--- config.mk ---
export PLATFORM = sky130hd
export DESIGN_NAME = t5_ifetch_dec
export DESIGN_NICKNAME = d
export VERILOG_FILES = /design/src/rtl/t5_ifetch_dec.sv
export SDC_FILE = /design/constraint.sdc
export NUM_CORES = 1
export LEC_CHECK = 0
export BUFFER_PORTS_ARGS = -buffer_cell sky130_fd_sc_hd__buf_4
export CAP_MARGIN = 20
export CORE_MARGIN = 4
export CORE_UTILIZATION = 48
export DETAILED_ROUTE_END_ITERATION = 7
export PLACE_DENSITY = 0.9
export SLEW_MARGIN = 25
export SYNTH_ARGS = -nofsm -noshare
export SYNTH_HDL_FRONTEND = slang
export SYNTH_SLANG_ARGS = --single-unit
--- constraint.sdc ---
create_clock -name sclk -period 1.7 [get_ports sclk]
set_input_delay 0.255 -clock sclk [delete_from_list [all_inputs] [get_ports sclk]]
set_output_delay 0.255 -clock sclk [all_outputs]
set_load 0.1 [all_outputs]
--- src/rtl/t5_ifetch_dec.sv ---
// Instruction-fetch response and decode stage for the 4-hart barrel pipeline.
// Registers one instruction per enabled cycle; a 1-entry skid absorbs acks that land while stalled.
module t5_ifetch_dec #(
    parameter int          XLEN = 32,
    parameter logic [31:0] NOP  = 32'h0000_0013
) (
    input  logic            sclk,
    input  logic            srst,
    input  logic            sena,
    input  logic [XLEN-1:0] fpc,
    input  logic [XLEN-1:0] iwb_dat,
    input  logic            iwb_ack,
    output logic [XLEN-1:0] dinst,
    output logic [29:0]     dpc,
    output logic [1:0]      dtag,
    output logic            dvld,
    output logic            dill,
    output logic [4:0]      dopc,
    output logic [2:0]      dfn3,
    output logic            dfn7,
    output logic [4:0]      drd,
    output logic [4:0]      drs1,
    output logic [4:0]      drs2,
    output logic [XLEN-1:0] dimm
);

    localparam logic [4:0] OPC_LUI    = 5'b01101;
    localparam logic [4:0] OPC_AUIPC  = 5'b00101;
    localparam logic [4:0] OPC_JAL    = 5'b11011;
    localparam logic [4:0] OPC_JALR   = 5'b11001;
    localparam logic [4:0] OPC_BRANCH = 5'b11000;
    localparam logic [4:0] OPC_LOAD   = 5'b00000;
    localparam logic [4:0] OPC_STORE  = 5'b01000;
    localparam logic [4:0] OPC_OPIMM  = 5'b00100;
    localparam logic [4:0] OPC_OP     = 5'b01100;
    localparam logic [4:0] OPC_MISC   = 5'b00011;
    localparam logic [4:0] OPC_SYSTEM = 5'b11100;

    logic [31:0] dinst_q, dinst_d;
    logic [29:0] dpc_q, dpc_d;
    logic [1:0]  dtag_q, dtag_d;
    logic        dvld_q, dvld_d;
    logic [31:0] skid_q, skid_d;
    logic        skid_full_q, skid_full_d;

    always_comb begin
        dinst_d     = dinst_q;
        dpc_d       = dpc_q;
        dtag_d      = dtag_q;
        dvld_d      = dvld_q;
        skid_d      = skid_q;
        skid_full_d = skid_full_q;
        if (sena) begin
            dpc_d  = fpc[31:2];
            dtag_d = fpc[1:0];
            if (skid_full_q) begin
                // Drain the skid first; a same-cycle ack refills it so nothing is lost.
                dinst_d     = skid_q;
                dvld_d      = 1'b1;
                skid_full_d = iwb_ack;
                if (iwb_ack) begin
                    skid_d = iwb_dat;
                end
            end else if (iwb_ack) begin
                dinst_d = iwb_dat;
                dvld_d  = 1'b1;
            end else begin
                dinst_d = NOP;
                dvld_d  = 1'b0;
            end
        end else if (iwb_ack) begin
            skid_d      = iwb_dat;
            skid_full_d = 1'b1;
        end
    end

    always_ff @(posedge sclk) begin
        if (srst) begin
            dinst_q     <= NOP;
            dpc_q       <= '0;
            dtag_q      <= '0;
            dvld_q      <= 1'b0;
            skid_q      <= '0;
            skid_full_q <= 1'b0;
        end else begin
            dinst_q     <= dinst_d;
            dpc_q       <= dpc_d;
            dtag_q      <= dtag_d;
            dvld_q      <= dvld_d;
            skid_q      <= skid_d;
            skid_full_q <= skid_full_d;
        end
    end

    // Decode is taken from the registered instruction, so outputs depend on flops only.
    logic [4:0] opc;
    logic       opc_legal;
    assign opc = dinst_q[6:2];

    always_comb begin
        opc_legal = 1'b0;
        dimm      = '0;
        case (opc)
            OPC_LUI, OPC_AUIPC: begin
                opc_legal = 1'b1;
                dimm      = {dinst_q[31:12], 12'h000};
            end
            OPC_JAL: begin
                opc_legal = 1'b1;
                dimm      = {{12{dinst_q[31]}}, dinst_q[19:12], dinst_q[20], dinst_q[30:21], 1'b0};
            end
            OPC_JALR, OPC_LOAD, OPC_OPIMM, OPC_MISC, OPC_SYSTEM: begin
                opc_legal = 1'b1;
                dimm      = {{20{dinst_q[31]}}, dinst_q[31:20]};
            end
            OPC_BRANCH: begin
                opc_legal = 1'b1;
                dimm      = {{20{dinst_q[31]}}, dinst_q[7], dinst_q[30:25], dinst_q[11:8], 1'b0};
            end
            OPC_STORE: begin
                opc_legal = 1'b1;
                dimm      = {{20{dinst_q[31]}}, dinst_q[31:25], dinst_q[11:7]};
            end
            OPC_OP: begin
                opc_legal = 1'b1;
            end
            default: begin
                opc_legal = 1'b0;
            end
        endcase
    end

    assign dinst = dinst_q;
    assign dpc   = dpc_q;
    assign dtag  = dtag_q;
    assign dvld  = dvld_q;
    assign dill  = dvld_q & ((dinst_q[1:0] != 2'b11) | ~opc_legal);
    assign dopc  = opc;
    assign dfn3  = dinst_q[14:12];
    assign dfn7  = dinst_q[30];
    assign drd   = dinst_q[11:7];
    assign drs1  = dinst_q[19:15];
    assign drs2  = dinst_q[24:20];

endmodule

* Word-level counts from Yosys, hierarchy flattened *
Index checks and enable logic that the tools add are counted.
Widths: inputs -> output; s select.

storage, ports and cells
  input bits = 68
  memory bits (read-only) = 0
  latch bits = 0
  word-level logic and storage cells = 38
  memory bits (writable) = 0
  flip-flop bits (word level) = 98
  memories kept = 0
  output and inout bits = 122

cells by class
  shifts and indexed selects = 0
  reductions and logical operators = 5
  $add $sub $neg = 0
  multipliers = 0
  bitwise logic cells = 3
  $lt $le $gt $ge = 0
  equal/unequal tests = 12
  div/mod/pow operators = 0
  multiplexer cells = 12

operators with widths
  kind                number
  $mux 32             5
  $pmux 32 s5         1
  $eq 5x5->1 const B  4
  $eq 5x4->1 const B  3
  $reduce_or 11->1    1
  $eq 5x3->1 const B  2
  $mux 1              6
  $eq 5x2->1 const B  1
  $logic_not 5->1     1
  $reduce_or 5->1     1
  $ne 2x1->1 const B  1
  $ne 2x2->1 const B  1
  $reduce_bool 2->1   1
  $reduce_or 2->1     1
  $and 1x1->1         1
  $not 1->1           1
  $or 1x1->1          1

* Longest topological paths before layout *
Gate-level depths: netlist of the first run.

  depth after elaboration = 6
  mapped depth = 6
  depth with buffers taken out = 4

* Least setup slack after synthesis of the first run *
OpenSTA, ideal clock, no wires.

  kind = register to output
  from = register dinst_q[6] (netlist: dinst[6])
  to = output port dimm[12]
  data required time = 1445 ps
  setup slack = -2434 ps
  buffers on the path = 0
  cell stages (with the launch flop) = 5
  arrival = 3879 ps
  cells stage by stage = dfxtp_1 inv_1 maj3_1 a2bb2oi_1 o21ai_0

on the way
  longest elaborated chain between the ends = 3
  elaborated cells between the ends (all ways) = 13
  classes of those cells = eq/ne (9); mux (1); reduce/logical (3)

ends and longest elaborated chain
  element                                             RTL line  RTL
  from (decl)                                         39        logic [31:0] dinst_q, dinst_d;
  from (signal assigned)                              86        dinst_q <= dinst_d;
  $eq 5x5->1, or another cell as far along            103       case (opc)
  $reduce_or 5->1 or $reduce_or 2->1 (tied branches)  103
  $pmux 32 s5 *                                       103
  to (decl)                                           24        output logic [XLEN-1:0] dimm

Mark *: on every way between the ends. The rest lies on a longest branch, timed or not.

* Worst setup path after layout of the first run *
  from = register dinst_q[5] (netlist: dinst[5])
  to = output port dill

on the way
  longest elaborated chain between the ends = 6
  elaborated cells between the ends (all ways) = 16
  classes of those cells = eq/ne (10); mux (1); bitwise (3); reduce/logical (2)

ends and longest elaborated chain
  element                                   RTL line  RTL
  $eq 5x4->1, or another cell as far along  103
  $reduce_or 11->1 (no line) *              n/a
  $mux 1 *                                  103
  $not 1->1 *                               137       assign dill = dvld_q & ((dinst_q[1:0] != 2'b11) | ~opc_legal);
  $or 1x1->1 *                              137
  $and 1x1->1 *                             137
  to (decl)                                 17        output logic dill,

Marks and branches as above.

==> metrics.md, run 1 <==
| Metric | Value |
|---|---|
| Dpl cells | 841 |
| H-tree Lvls | 3 |
| Nets | 813 |
| R2r startpoint | skid_full_q |
| Post-route cell area | 7096 um2 |
| RSZ-0062 raised after global routing | yes |
| Crit-path slowest cell | dfxtp_4 |
| Dpl cell area | 6330 um2 |
| TritonCTS clock tree | yes |
| Starting Density | 49.21% |
| Complex-gate fraction of the synthesized area | ~17% |
| Element type at the critical path start | flip-flop |
| First-pass GRT wire length | between 20,000 and 25,000 um |
| Path type of the worst min-delay path | input pin to flip-flop |
| Least-Margin Pin Slew | 0.5782 ns |
| Hold Path Depth | 3 |
| Post-synthesis cell type count | 38 |
| Worst vdd ir | between 0.7 and 0.8 mV |
| Wire per inst | 18.86 um |
| Pwr per Cell Area | approximately 950 nW/um2 |
| Vias/cell | 5.656 |
| Syn avg cell area | 7.789 um2 |
| Commonest non-fill, non-tap cell in the layout | buf_4 |
| CP cell instances | buf_4, and2b_2, a2bb2oi_1, o21ai_4, buf_6, a31oi_4, buf_12 |
| Minimum clock period | between 2 and 2.5 ns |
| Core Box Area | approximately 9000 um2 |
| Dpl hpwl | slightly above 10,000 um |
| Clk Latency, worst-skew pair | between 0.3 and 0.4 ns |
| CP endpoint kind | output port |
| Slew Viols, Final | 0 |
| Cells after Synth | roughly 580 |
| Combinational share of power | 41.5% |
| Largest family of logic cells by synthesized area | simple AND/OR/NAND/NOR gates |
| CP Depth | 7 |
| WP data arrival | about 2.0 ns |
| Setup tns final | -16.73 ns |
| Synth area leaders | dfxtp_1 (43%), nand2_1 (12%), mux2i_1 (7.3%) |
| Top Ports | 190 |
| Die H | 105.1 um |
| Root Driver | clkbuf_8 |
| Yosys warning total | 0 |
| Die width | between 100 and 150 um |
| Buf/Inv on CP | 3 |
| Antenna Nets Post-Route | 0 |
| Fmax | around 440 MHz |
| Internal Power | 3.787 mW |
| Crit-path leading delay family | compound AO/OA/AOI/OAI gates |
| CP peak stage delay | 0.36 ns |
| Synth area leader | dfxtp_1 |
| Setup-failing EPs final | 33 |
| CTS buffer count | 9 |
| ANT cells | 0 |
| Syn Nets | approximately 650 |
| Adder-Cell Fraction of Synth Area | 0.2212% |
| Leak Pwr | about 3.1 nW |
| Gr usage total | 25.48% |
| Die footprint | 11,050 um2 |
| Cell Count, Final, Fillers Out | 861 |
| R2r worst-path depth | 5 |
| DR DRC count | 0 |
| Outcome | finished, violations left |
| Switch Pwr | between 2 and 3 mW |
| Tot Pwr | roughly 6.8 mW |
| Worst slack at placement | -0.2401 ns |
| Area grow syn2layout | 56.79% |
| Via count | around 4.9k |
| Register share of total power | 37.9% |
| Sw Ratio | around 44% |
| Drt first pass iters | 5 |
| Final Hold Viols | 0 |
| CTS Sinks | 98 |
| Most frequent cells in the layout | buf_4 (183), nand2_1 (128), dfxtp_1 (91), nor2_1 (68), buf_12 (35) |
| Flop-to-flop setup slack | 0.40 ns |
| WHS Endpoint | dpc[20] |
| Rows | 35 |
| Critical Path RT | 1.44 ns |
| Worst hold margin | 0.1285 ns |
| Critical-path maximum fanout | 11 |
| Relative slew margins | 61.32% |
| Largest net degree at the start of global routing | 50 |
| Clock Power Share | 20.6% |
| Clk buf depth | 2 |
| Number of max-cap violations | 0 |
| GR Overflow Total | 0 |
| Final Core Density | 77.16% |
| Register clock-pin slew on the reported worst setup and hold paths | 0.11 ns |
| Routability cong. | 0.8381 |
| Post-synthesis simple-gate area fraction | 23.14% |
| Crit path kind | flip-flop to output port |
| Number of I/O port buffers | about 190 |
| Number of global-route vias before repair | 4,625 |
| Synth Register Bits | 98 |
| Initial antenna violation count | 0 |
| DRT Wirelength | 16,240 um |
| Mux cell area share after synthesis | under 10% |
| Reg2reg end | dinst[3] |
| Post-Synth XOR/XNOR Area | 0.1935% |
| Layout cells sized above 1 | about 40% |
| Seq/Total Area, Yosys | between 40% and 50% |
| Post-synth design cell area | ~4500 um2 |
| Failing checks | negative setup slack |
| Setup ws final | -0.5836 ns |
| Min-Delay Startpoint | fpc[22] |
| Share of the synthesized area in the top cell type | 43.35% |
| Drt initial violations | 449 |
| Tcrit/Tclk final | 134.3% |
| Worst clock skew | 0.02077 ns |
==> sequential cells by signal (all words and copies together) (netlist names) <==
signal       flops
dinst           32
skid_q          32
dpc             30
dtag             2
dvld             1
skid_full_q      1
==> logic make-up after synthesis <==
group	Yosys count
compound gates	122
flops	98
fa+ha+maj	1
simple gates	249
xor+xnor	1
mux	33
buf+inv	77
==> metal layers <==
metal | GRT usage [%] | share of wire, %
met1 | 28.12 | 36
met2 | 47.07 | 53
met3 | 6.238 | 8.5
met4 | 9.091 | 2.9
met5 | 0 | 0
==> worst max-delay path by stage <==
stage / startpoint / end / slack [ns]
3_5_place_dp: dinst[5] / dimm[21] / -0.24
2_1_floorplan: dinst[6] / dimm[12] / -0.34
3_3_place_gp: dinst[5] / dimm[21] / -0.21
5_1_grt: dinst[5] / dimm[30] / -0.62
4_1_cts: dinst[5] / dimm[20] / -0.54
6_report: dinst[5] / dill / -0.58
==> power groups by stage <==
| stage | sequential [mW] | clock, mW | combinational, mW |
|---|---|---|---|
| floorplan | 3.26 | 0 | 1.32 |
| global placement | 2.59 | 0 | 2.49 |
| detailed placement | 2.60 | 0 | 2.53 |
| CTS | 2.55 | 1.41 | 2.70 |
| global route | 2.59 | 1.48 | 2.90 |
| finish | 2.57 | 1.39 | 2.81 |
==> worst register-to-register path: cells and delay by family, from the launching register on <==
kind | cells | cell delay (ns)
flip-flops | 1 | 0.34
buffers and inverters | 1 | 0.33
AO/OA/AOI/OAI | 2 | 0.34
AND/OR/NAND/NOR | 2 | 0.21
==> cells in the mapped netlist, drive strengths merged <==
library cell    n
and2            7
or3b            1
and4bb          1
nor2           70
dfxtp          98
nor4b           1
nor3            2
inv             7
nand3          15
a211oi          1
and3            1
a221oi          1
mux2i          33
a31oi           1
nor2b           2
o211ai         29
o21ai          40
buf            43
a21oi          32
a2bb2oi         2
clkbuf         27
a32o            1
and2b           1
a311oi          2
nor3b           3
a211o           3
a21o            3
xnor2           1
or2b            1
and4b           1
o21a            3
nand2         141
a22o            4
nand2b          2
maj3            1
==> final cells by class <==
class                   count  area (um2)
repair buffers            223        2151
multi-input cells         406        2611
clock buffers              10       127.6
clock inverters             6       48.80
fillers                   543        2101
flip-flops and latches     98        1986
inverters                   7       32.53
well taps                 111       138.9
==> what timing repair did <==
action / in CTS / in global routing
gates resized for setup: 96 / 35
pin swaps: 5 / 4
buffers inserted: 0 / 3
gates cloned: 1 / 0
endpoints found under the setup margin: 33 / 33
hold buffers: 0 / 0
Power figures use the tool's default switching activity.
==> inputs of run 2 (changes only) <==
--- a/config.mk
+++ b/config.mk
@@ -10,6 +10,7 @@
 export CORE_MARGIN = 4
 export CORE_UTILIZATION = 48
 export DETAILED_ROUTE_END_ITERATION = 7
+export MAX_ROUTING_LAYER = met4
 export PLACE_DENSITY = 0.9
 export SLEW_MARGIN = 25
 export SYNTH_ARGS = -nofsm -noshare
==> constraint.sdc (replaced) <==
create_clock -name sclk -period 1.7 [get_ports sclk]
set_input_delay 0.085 -clock sclk [delete_from_list [all_inputs] [get_ports sclk]]
set_output_delay 0.085 -clock sclk [all_outputs]
set_load 0.1 [all_outputs]
==> metrics.md, run 2 (synthesis gave the netlist of run 1 again) <==
| Metric | Value |
|---|---|
| CP endpoint kind | output port |
| Setup-failing EPs final | 33 |
| Largest net degree at the start of global routing | 59 |
| Critical Path RT | 1.62 ns |
| CTS buffer count | 9 |
| Failing checks | negative setup slack |
| Setup tns final | -11.93 ns |
| Worst clock skew | 0.01176 ns |
| Top Ports | 190 |
| Most frequent cells in the layout | buf_4 (179), nand2_1 (126), dfxtp_1 (91), nor2_1 (68), dlygate4sd3_1 (56) |
| Dpl cell area | 6267 um2 |
| Critical-path maximum fanout | 5 |
| Final Hold Viols | 0 |
| CP cell instances | buf_4, nor4b_4, a21oi_2, a21o_4, clkbuf_16, nand2_8, buf_12 |
| Fmax | roughly 470 MHz |
| Pwr per Cell Area | 912.9 nW/um2 |
| Worst vdd ir | 0.5802 mV |
| Starting Density | 49.21% |
| Number of max-cap violations | 0 |
| Register clock-pin slew on the reported worst setup and hold paths | approximately 0.090 ns |
| Layout cells sized above 1 | 37.64% |
| Flop-to-flop setup slack | 0.14 ns |
| TritonCTS clock tree | yes |
| Setup ws final | -0.4488 ns |
| Path type of the worst min-delay path | input pin to flip-flop |
| Clk buf depth | 2 |
| Crit-path slowest cell | nor4b_4 |
| DR DRC count | 0 |
| R2r worst-path depth | 5 |
| Area grow syn2layout | 70.06% |
| Die footprint | 11,050 um2 |
| Routability cong. | 0.8908 |
| Tcrit/Tclk final | 126.4% |
| Nets | 868 |
| Via count | 5,392 |
| Die width | 105.1 um |
| Slew Viols, Final | 0 |
| Minimum clock period | 2.149 ns |
| Dpl hpwl | 9648 um |
| Drt first pass iters | 7 |
| Rows | 35 |
| H-tree Lvls | 3 |
| DRT Wirelength | about 19,000 um |
| CTS Sinks | 98 |
| ANT cells | 0 |
| Core Box Area | roughly 9200 um2 |
| Outcome | finished, violations left |
| RSZ-0062 raised after global routing | yes |
| Initial antenna violation count | 0 |
| Leak Pwr | 3.357 nW |
| Number of global-route vias before repair | 5,020 |
| Vias/cell | around 5.9 |
| Element type at the critical path start | flip-flop |
| Post-route cell area | 7696 um2 |
| Clk Latency, worst-skew pair | 0.36 ns |
| First-pass GRT wire length | 25,680 um |
| Gr usage total | 29.45% |
| Die H | 105.1 um |
| WP data arrival | 2.06 ns |
| Drt initial violations | 710 |
| Worst slack at placement | -0.06869 ns |
| Root Driver | clkbuf_8 |
| Number of I/O port buffers | 189 |
| Hold Path Depth | 3 |
| Antenna Nets Post-Route | 0 |
| GR Overflow Total | 0 |
| Least-Margin Pin Slew | about 0.61 ns |
| CP peak stage delay | 0.37 ns |
| Wire per inst | 20.62 um |
| Relative slew margins | 59.06% |
| Crit path kind | flip-flop to output port |
| Commonest non-fill, non-tap cell in the layout | buf_4 |
run 2: final cells by class:
type                       instances  area, um2
tap                              111      138.9
clock inverter                     6      53.80
multi-input combinational        406       2618
sequential                        98       1986
inverter                           7      32.53
timing repair buffer             278       2730
fill                             414       1500
clock buffer                      10      137.6
run 2: routing by layer:
metal / global-route usage [%] / part of all wire, % / vias up
met5: - / 0 / -
met4: 9.653 / 4.3 / 0
met1: 31.74 / 36 / 2529
met2: 54.03 / 50 / 426
met3: 5.683 / 9.8 / 78
li1: - / - / 2359
run 2: what timing repair did:
item | CTS | global route
endpoints found under the hold margin | 56 | 0
hold buffers | 56 | 0
gates cloned | 0 | 1
buffers inserted | 6 | 6
endpoints found under the setup margin | 33 | 33
resized for setup | 105 | 35
pin swaps | 5 | 12
run 2: power breakdown:
group	total [mW]	switching (mW)	internal (mW)
Combinational	2.98	2.08	0.902
Sequential	2.58	0.150	2.43
Clock	1.46	0.859	0.605
Total	7.03	3.08	3.94
run 2: worst max-delay path, delay by kind of cell, from the launching register on:
| kind | cells | cell delay (ns) |
|---|---|---|
| buf+inv | 3 | 0.52 |
| flops | 1 | 0.36 |
| compound gates | 2 | 0.39 |
| simple gates | 2 | 0.44 |
run 2: final timing paths:
kind                 to   startpoint
max reg2reg  skid_q[23]  skid_full_q
min              dpc[4]       fpc[6]
max            dimm[27]     dinst[3]
min reg2reg   skid_q[5]    skid_q[5]
run 2: stage by stage:
stage / util [%] / instances / hold WS (ns) / power (mW)
6_report: 83.69 / 916 / 0.0007558 / 7.026
5_1_grt: 83.69 / 916 / 0.01703 / 7.228
4_1_cts: 81.50 / 909 / 0.0006574 / 6.822
3_5_place_dp: 68.15 / 831 / 0.3328 / 5.111
3_3_place_gp: 68.15 / 831 / 0.3172 / 5.068
2_1_floorplan: - / 581 / 0.2210 / 4.581
